**config.mk**
```make
export PLATFORM = sky130hd
export DESIGN_NAME = sha256_msg_padder_flat
export DESIGN_NICKNAME = d
export VERILOG_FILES = /design/src/rtl/sha256_pkg.sv /design/src/rtl/sha256_msg_padder_if.sv /design/src/rtl/sha256_word_fifo.sv /design/src/rtl/sha256_msg_padder.sv /design/src/flat_wrapper.sv
export SDC_FILE = /design/constraint.sdc
export NUM_CORES = 1
export LEC_CHECK = 0
export ABC_AREA = 1
export BUFFER_PORTS_ARGS = -buffer_cell sky130_fd_sc_hd__buf_4
export CAP_MARGIN = 20
export CORE_MARGIN = 3
export CORE_UTILIZATION = 35
export CTS_BUF_LIST = sky130_fd_sc_hd__clkbuf_4 sky130_fd_sc_hd__clkbuf_8
export DETAILED_ROUTE_END_ITERATION = 16
export PLACE_DENSITY_LB_ADDON = 0.15
export REMOVE_ABC_BUFFERS = 1
export SYNTH_ARGS = -nofsm -noshare
export SYNTH_HDL_FRONTEND = slang
export SYNTH_SLANG_ARGS = --single-unit
export TNS_END_PERCENT = 10
```
**constraint.sdc**
```tcl
create_clock -name clk -period 4.3 [get_ports clk]
set_input_delay 0.86 -clock clk [delete_from_list [all_inputs] [get_ports clk]]
set_output_delay 0.86 -clock clk [all_outputs]
set_load 0.01 [all_outputs]
```
**src/rtl/sha256_pkg.sv**
```systemverilog
// Shared definitions for the SHA-256 message padder and the SHA-256 core.
//   state_t       : padder FSM states
//   PAD_WORD      : first padding word (the single '1' bit after the message)
//   fifo_entry_t  : one buffered output word with its block position and flags
//   num_blocks()  : number of 16-word blocks needed for an n-word message
package sha256_pkg;

  typedef enum logic [1:0] {
    IDLE  = 2'd0,
    MSG   = 2'd1,
    PAD   = 2'd2,
    DRAIN = 2'd3
  } state_t;

  localparam logic [31:0] PAD_WORD = 32'h8000_0000;

  typedef struct packed {
    logic [31:0] data;
    logic [3:0]  idx;
    logic        block_last;
    logic        msg_last;
  } fifo_entry_t;

  // The message, the 0x80000000 word and the two length words must fit,
  // so n+3 words are rounded up to a whole number of 16-word blocks.
  function automatic int num_blocks(input int n);
    return (n + 2) / 16 + 1;
  endfunction

endpackage

```
**src/rtl/sha256_msg_padder_if.sv**
```systemverilog
// Padded-word stream from the message padder to the SHA-256 core.
//   valid      : data/idx/block_last/msg_last carry a word
//   ready      : consumer accepts the word this cycle
//   data       : padded message word
//   idx        : word position inside the 16-word block
//   block_last : word 15 of a block
//   msg_last   : word 15 of the final block
//
// Handshake: a word transfers on every clock edge where valid && ready.
// Once valid is raised it stays high, and data/idx/block_last/msg_last stay
// unchanged, until that transfer happens. valid never depends
// combinationally on ready.
interface sha256_msg_padder_if;
  logic        valid;
  logic        ready;
  logic [31:0] data;
  logic [3:0]  idx;
  logic        block_last;
  logic        msg_last;

  modport master (output valid, data, idx, block_last, msg_last, input ready);
  modport slave  (input  valid, data, idx, block_last, msg_last, output ready);
endinterface

```
**src/rtl/sha256_word_fifo.sv**
```systemverilog
// Two-entry FIFO holding padded words on their way to the output stream.
//   clk, reset : clock and synchronous active-high reset (empties the FIFO)
//   push       : write push_data this cycle (caller guarantees space)
//   pop        : remove the head entry this cycle (caller guarantees data)
//   push_data  : entry to write
//   head       : oldest entry, registered, stable until popped
//   count      : number of stored entries (0..2)
module sha256_word_fifo #(
  parameter int W = 38
) (
  input  logic         clk,
  input  logic         reset,
  input  logic         push,
  input  logic         pop,
  input  logic [W-1:0] push_data,
  output logic [W-1:0] head,
  output logic [1:0]   count
);

  logic [W-1:0] mem [2];
  logic         wr_ptr;
  logic         rd_ptr;

  always_ff @(posedge clk) begin
    if (reset) begin
      mem[0] <= '0;
      mem[1] <= '0;
      wr_ptr <= 1'b0;
      rd_ptr <= 1'b0;
      count  <= 2'd0;
    end else begin
      if (push) begin
        mem[wr_ptr] <= push_data;
        wr_ptr      <= ~wr_ptr;
      end
      if (pop) begin
        rd_ptr <= ~rd_ptr;
      end
      count <= count + {1'b0, push} - {1'b0, pop};
    end
  end

  assign head = mem[rd_ptr];

endmodule

```
**src/rtl/sha256_msg_padder.sv**
```systemverilog
// Reads a NUM_OF_WORDS-word message from word-addressed memory and streams
// the SHA-256 padded message: message words, 0x80000000, zero fill and the
// 64-bit bit length, grouped in 16-word blocks.
//   clk, reset     : clock, synchronous active-high reset
//   start          : begin a message (only sampled in IDLE)
//   message_addr   : word address of message word 0, latched on start
//   busy, done     : busy while a message is in progress; done pulses once
//   mem_clk/we/addr: memory port (read only); mem_read_data arrives one
//                    cycle after its address
//   out            : padded-word stream (master side)
//   state_dbg      : current FSM state
module sha256_msg_padder
  import sha256_pkg::*;
#(
  parameter int NUM_OF_WORDS = 20
) (
  input  logic                        clk,
  input  logic                        reset,
  input  logic                        start,
  input  logic [15:0]                 message_addr,
  output logic                        busy,
  output logic                        done,
  output logic                        mem_clk,
  output logic                        mem_we,
  output logic [15:0]                 mem_addr,
  input  logic [31:0]                 mem_read_data,
  sha256_msg_padder_if.master         out,
  output state_t                      state_dbg
);

  localparam int          N      = NUM_OF_WORDS;
  localparam int          NB     = num_blocks(N);
  localparam int          T      = 16 * NB;
  localparam logic [63:0] SIZE   = 64'(N) * 64'd32;
  localparam logic [15:0] K_PAD  = 16'(N);
  localparam logic [15:0] N_LAST = 16'(N - 1);
  localparam logic [15:0] K_HI   = 16'(T - 2);
  localparam logic [15:0] T_LAST = 16'(T - 1);

  state_t      state;
  state_t      next_state;

  logic [15:0] base;
  logic [15:0] rd_k;
  logic [15:0] out_k;
  logic [15:0] addr_q;

  // One-cycle stage that lines generated PAD words up with memory reads:
  // every sourced word (read or generated) is pushed exactly one cycle after
  // it is issued, so a PAD word can never overtake a memory word in flight.
  logic        stage_valid;
  logic        stage_is_mem;
  logic [31:0] stage_word;
  logic [3:0]  stage_idx;
  logic        stage_blast;
  logic        stage_mlast;

  logic [1:0]  fifo_count;
  logic [37:0] fifo_head_bits;
  fifo_entry_t fifo_head;
  fifo_entry_t push_entry;
  logic        pop;
  logic        credit;
  logic        issue;
  logic        read_issue;
  logic        last_hs;
  logic [2:0]  occupancy;
  logic [31:0] pad_word;

  // ---------------------------------------------------------------------------
  // Buffer and credit
  // ---------------------------------------------------------------------------
  assign pop       = out.valid & out.ready;
  // Words already buffered plus the one arriving at this edge, minus the one
  // leaving. Below 2 means a word issued now still has a slot next cycle.
  assign occupancy = 3'(fifo_count) + 3'(stage_valid);
  assign credit    = (occupancy - 3'(pop)) < 3'd2;
  assign issue      = credit && ((state == MSG) || (state == PAD));
  assign read_issue = issue && (state == MSG);
  assign last_hs    = pop && (out_k == T_LAST);

  always_comb begin
    pad_word = 32'd0;
    if (rd_k == K_PAD) begin
      pad_word = PAD_WORD;
    end else if (rd_k == K_HI) begin
      pad_word = SIZE[63:32];
    end else if (rd_k == T_LAST) begin
      pad_word = SIZE[31:0];
    end
  end

  always_comb begin
    push_entry            = '0;
    push_entry.data       = stage_is_mem ? mem_read_data : stage_word;
    push_entry.idx        = stage_idx;
    push_entry.block_last = stage_blast;
    push_entry.msg_last   = stage_mlast;
  end

  sha256_word_fifo #(
    .W ($bits(fifo_entry_t))
  ) u_fifo (
    .clk       (clk),
    .reset     (reset),
    .push      (stage_valid),
    .pop       (pop),
    .push_data (push_entry),
    .head      (fifo_head_bits),
    .count     (fifo_count)
  );

  assign fifo_head      = fifo_head_bits;
  assign out.valid      = (fifo_count != 2'd0);
  assign out.data       = fifo_head.data;
  assign out.idx        = fifo_head.idx;
  assign out.block_last = fifo_head.block_last;
  assign out.msg_last   = fifo_head.msg_last;

  // ---------------------------------------------------------------------------
  // FSM: state register
  // ---------------------------------------------------------------------------
  always_ff @(posedge clk) begin
    if (reset) begin
      state <= IDLE;
    end else begin
      state <= next_state;
    end
  end

  // ---------------------------------------------------------------------------
  // FSM: next state
  // ---------------------------------------------------------------------------
  always_comb begin
    next_state = state;
    unique case (state)
      IDLE:  if (start)                         next_state = MSG;
      MSG:   if (read_issue && rd_k == N_LAST)  next_state = PAD;
      PAD:   if (issue && rd_k == T_LAST)       next_state = DRAIN;
      DRAIN: if (last_hs)                       next_state = IDLE;
      default:                                  next_state = IDLE;
    endcase
  end

  // ---------------------------------------------------------------------------
  // FSM: outputs
  // ---------------------------------------------------------------------------
  always_comb begin
    busy      = (state != IDLE);
    state_dbg = state;
    mem_we    = 1'b0;
    // The read address is presented in the cycle the read is issued so the
    // first address appears the cycle after start; otherwise it holds.
    mem_addr  = read_issue ? (base + rd_k) : addr_q;
  end

  assign mem_clk = clk;

  // ---------------------------------------------------------------------------
  // Counters, address hold, source stage and done pulse
  // ---------------------------------------------------------------------------
  always_ff @(posedge clk) begin
    if (reset) begin
      base         <= 16'd0;
      rd_k         <= 16'd0;
      out_k        <= 16'd0;
      addr_q       <= 16'd0;
      stage_valid  <= 1'b0;
      stage_is_mem <= 1'b0;
      stage_word   <= 32'd0;
      stage_idx    <= 4'd0;
      stage_blast  <= 1'b0;
      stage_mlast  <= 1'b0;
      done         <= 1'b0;
    end else begin
      done <= (state == DRAIN) && last_hs;

      if ((state == IDLE) && start) begin
        base  <= message_addr;
        rd_k  <= 16'd0;
        out_k <= 16'd0;
      end else begin
        if (issue) rd_k  <= rd_k + 16'd1;
        if (pop)   out_k <= out_k + 16'd1;
      end

      if (read_issue) addr_q <= base + rd_k;

      stage_valid  <= issue;
      stage_is_mem <= (state == MSG);
      stage_word   <= pad_word;
      stage_idx    <= rd_k[3:0];
      stage_blast  <= (rd_k[3:0] == 4'hF);
      stage_mlast  <= (rd_k == T_LAST);
    end
  end

endmodule
```
**src/flat_wrapper.sv**
```systemverilog
// flat-port wrapper written by rule: the top's interface ports become plain ports
module sha256_msg_padder_flat import sha256_pkg::*;
#(
  parameter int NUM_OF_WORDS = 20
)
  (clk, reset, start, message_addr, busy, done, mem_clk, mem_we, mem_addr, mem_read_data, state_dbg, out_valid, out_data, out_idx, out_block_last, out_msg_last, out_ready);
  sha256_msg_padder_if out_i ();
  input  logic clk;
  input  logic reset;
  input  logic start;
  input  logic [15:0] message_addr;
  output logic busy;
  output logic done;
  output logic mem_clk;
  output logic mem_we;
  output logic [15:0] mem_addr;
  input  logic [31:0] mem_read_data;
  output state_t state_dbg;
  output wire logic [$bits(out_i.valid)-1:0] out_valid;
  output wire logic [$bits(out_i.data)-1:0] out_data;
  output wire logic [$bits(out_i.idx)-1:0] out_idx;
  output wire logic [$bits(out_i.block_last)-1:0] out_block_last;
  output wire logic [$bits(out_i.msg_last)-1:0] out_msg_last;
  input wire logic [$bits(out_i.ready)-1:0] out_ready;
  assign out_valid = out_i.valid;
  assign out_data = out_i.data;
  assign out_idx = out_i.idx;
  assign out_block_last = out_i.block_last;
  assign out_msg_last = out_i.msg_last;
  assign out_i.ready = out_ready;
  sha256_msg_padder #(.NUM_OF_WORDS(NUM_OF_WORDS)) u_core (.clk(clk), .reset(reset), .start(start), .message_addr(message_addr), .busy(busy), .done(done), .mem_clk(mem_clk), .mem_we(mem_we), .mem_addr(mem_addr), .mem_read_data(mem_read_data), .out(out_i), .state_dbg(state_dbg));
endmodule
```
==> flow_summary.toml <==
[timing]
fin_setup_tns_ps = 0
max_slew_margin = 0.3455
period_minus_slack_ps = 4076
setup_violations = 0
rsz0062_at_grt = "no"
fin_crit_sh = 0.9479
fmaxAchievable_mhz = 245.3
final_hold_viol_count = 0
worstMarginPinSlew_ps = 981.7
finalMaxSlewViolations = 0
clock_skew_ps = 18.07

[synth]
synthArstFlopShare = 0
synth_most_common_cell = "nand2_1"
yosysSeqAreaShare = 0.4904
avgSynthCellArea_um2 = 8.378
synth_top_area_frac = 0.2852
ys_top_cells_by_count = "nand2_1, inv_1, nor2_1"
ys_dominant_reg_cell = "dfxtp_1"
syn_area_um2 = 8001
syn_inst = 955
ys_types = 43
netlist_top_cells_area = "edfxtp_1, dfxtp_1, nand2_1, inv_1, nor2_1"
synth_edf_count = 76
ys_ff_latch = 158
ys_warn_count = 0
synth_top_area_cell = "edfxtp_1"

[setup_path]
startpoint = "u_core.u_fifo.count[1]"
arrival_ps = 3220
rrSetupSlack_ps = 1410
cp_max_fo = 8
worst_setup_path_end_kind = "primary output"
critPathKind = "reg -> out"
cp.required_ps = 3440
crit_end = "mem_addr[0]"
rr_endpoint = "u_core.rd_k[1]"
worst_setup_path_start_kind = "register"
reg2reg_depth = 8
r2r_start = "u_core.state_dbg[1]"

[cts]
clock_latency_ps = 560
hold_buffers = 0
worst_setup_hold_path_clk_slew_ps = 90
cts_tree = "yes"

[hold_path]
whs_path_depth = 1
hp-class = "reg -> reg"

[placement]
dp_hpwl_um = 12570
place.gp.congestion = 0.7690
io_buffers = 111

[drt]
drt-total-wl_um = 17980
drt_iter0_drc = 266
viasPerCell = 4.562
drcViolationCount = 0
postRouteAntennaNets = 0
drt-pass1-iter-count = 4
vias = 6214
drt-wirelength-per-cell_um = 13.20

[floorplan]
std_cell_rows = 54
start_util = 0.3611
die_width_um = 157.2
io_pins = 113
die_h_um = 157.2
die_area_um2 = 24710
core_um2 = 22160

[cells_and_area]
areaGrowthSynthToFinish_pct = 20.34
utilization = 0.4345
antennaDiodeCount = 0
seqCellArea_um2 = 3925
fillers = 2274
drive_gt1_frac = 0.2181
multiInputGateArea_um2 = 3403
fin_nets = 1150

[global_routing]
first_global_vias = 6003
grt_pass1_wl_um = 29640
grtUsageTotal = 0.1497
grt_max_degree = 59
antenna_found_initial = 0
grt_overflow = 0

[pwr]
p_per_area_nw_per_um2 = 502.7
ir_drop_mv = 0.2634
leakage_nw = 4.215

[flow_run]
cap_violations = 0

[run_status]
outcome = "complete, no violations"
[where the power goes]
group / internal [mW] / leakage (nW) / switching [mW]
combinational: 0.722 / 2.53 / 0.968
clock: 0.608 / 0.231 / 0.636
sequential: 1.77 / 1.45 / 0.134
[registers in the layout (all words and copies together) (netlist names), 2 cells and up, named ones only]
register and flops:
u_core.u_fifo.count 2, u_core.state_dbg 2, u_core.stage_word 2, u_core.base 16, u_core.rd_k 16, u_core.stage_idx 4, u_core.u_fifo.mem 76, u_core.addr_q 16
u_core.out_k 16
[stage by stage]
step | power (mW) | instance area (um^2) | setup WS [ps] | hold WS, ps | instances
2_1_floorplan | 2.942 | 7850 | 336.4 | 425.7 | 922
3_3_place_gp | 3.622 | 9135 | 232.1 | 431.7 | 1324
3_5_place_dp | 3.633 | 9135 | 209.8 | 432.8 | 1324
4_1_cts | 4.874 | 9587 | 81.87 | 448.4 | 1358
5_1_grt | 5.186 | 9629 | 16.23 | 491.5 | 1362
6_report | 4.841 | 9629 | 223.9 | 450.7 | 1362
[cell type report]
class,count,area share
clock buffer,21,0.02937
tap,280,0.03638
multi-input combinational,622,0.3534
clock inverter,14,0.01832
timing repair buffer,125,0.09875
inverter,142,0.05613
sequential,158,0.4076
[layout by cell type, fill, tap and decap left out, types with 3 or more instances in the layout]
master	n
ha_1	26
nand3_1	39
xor2_1	5
a21oi_1	40
inv_1	137
o21ai_0	27
clkbuf_8	20
mux2_2	38
edfxtp_1	76
buf_4	125
nor2_2	4
nand2_2	6
and2_1	3
nor4_1	3
nand4_1	6
or2_1	3
clkinv_4	3
nand3b_1	3
xnor2_1	6
inv_8	3
o21ai_1	6
nand2_4	3
inv_6	5
nor2_1	126
inv_2	4
nand2_1	179
nor3_1	69
or2_2	10
dfxtp_1	81
[worst max-delay path, stage by stage, from the launching register on]
cell	delay [ps]
dfxtp_1	330
inv_2	80
nand2_2	80
nand2_4	110
inv_1	70
ha_1	270
inv_1	30
ha_1	180
fa_1	450
inv_2	90
nand2_4	60
nor2_8	140
inv_8	60
nor2_8	130
inv_2	70
or2_1	200
o21ai_1	100
inv_1	60
buf_4	140
[kinds of logic after synthesis]
group,share of synthesized area
adders and majority gates,0.04566
muxes,0.05473
buffers and inverters,0.08585
and+or+nand+nor,0.2627
other,0.0004687
DFF,0.4904
AOI/OAI and AO/OA,0.04816
xor gates and xnor gates,0.01204
[worst min-delay path by stage]
stage / startpoint / end / slack (ps)
floorplan: u_core.u_fifo.rd_ptr / register / 430
global placement: u_core.u_fifo.rd_ptr / register / 430
detailed placement: u_core.u_fifo.rd_ptr / register / 430
CTS: u_core.u_fifo.rd_ptr / register / 450
global route: u_core.u_fifo.rd_ptr / u_core.u_fifo.rd_ptr / 490
finish: u_core.u_fifo.rd_ptr / register / 450
[per-layer routing]
metal | GRT usage | part of all wire
met4 | 0.03884 | 0.0076
met3 | 0.03217 | 0.044
met1 | 0.1953 | 0.47
met2 | 0.2535 | 0.48
met5 | 0 | 0
[repair_timing]
item                       in CTS  in global routing
setup buffers                   0                  4
setup endpoints to repair       0                 10
gates resized for setup         0                  5
No activity file was read; power rests on OpenSTA's default activity.
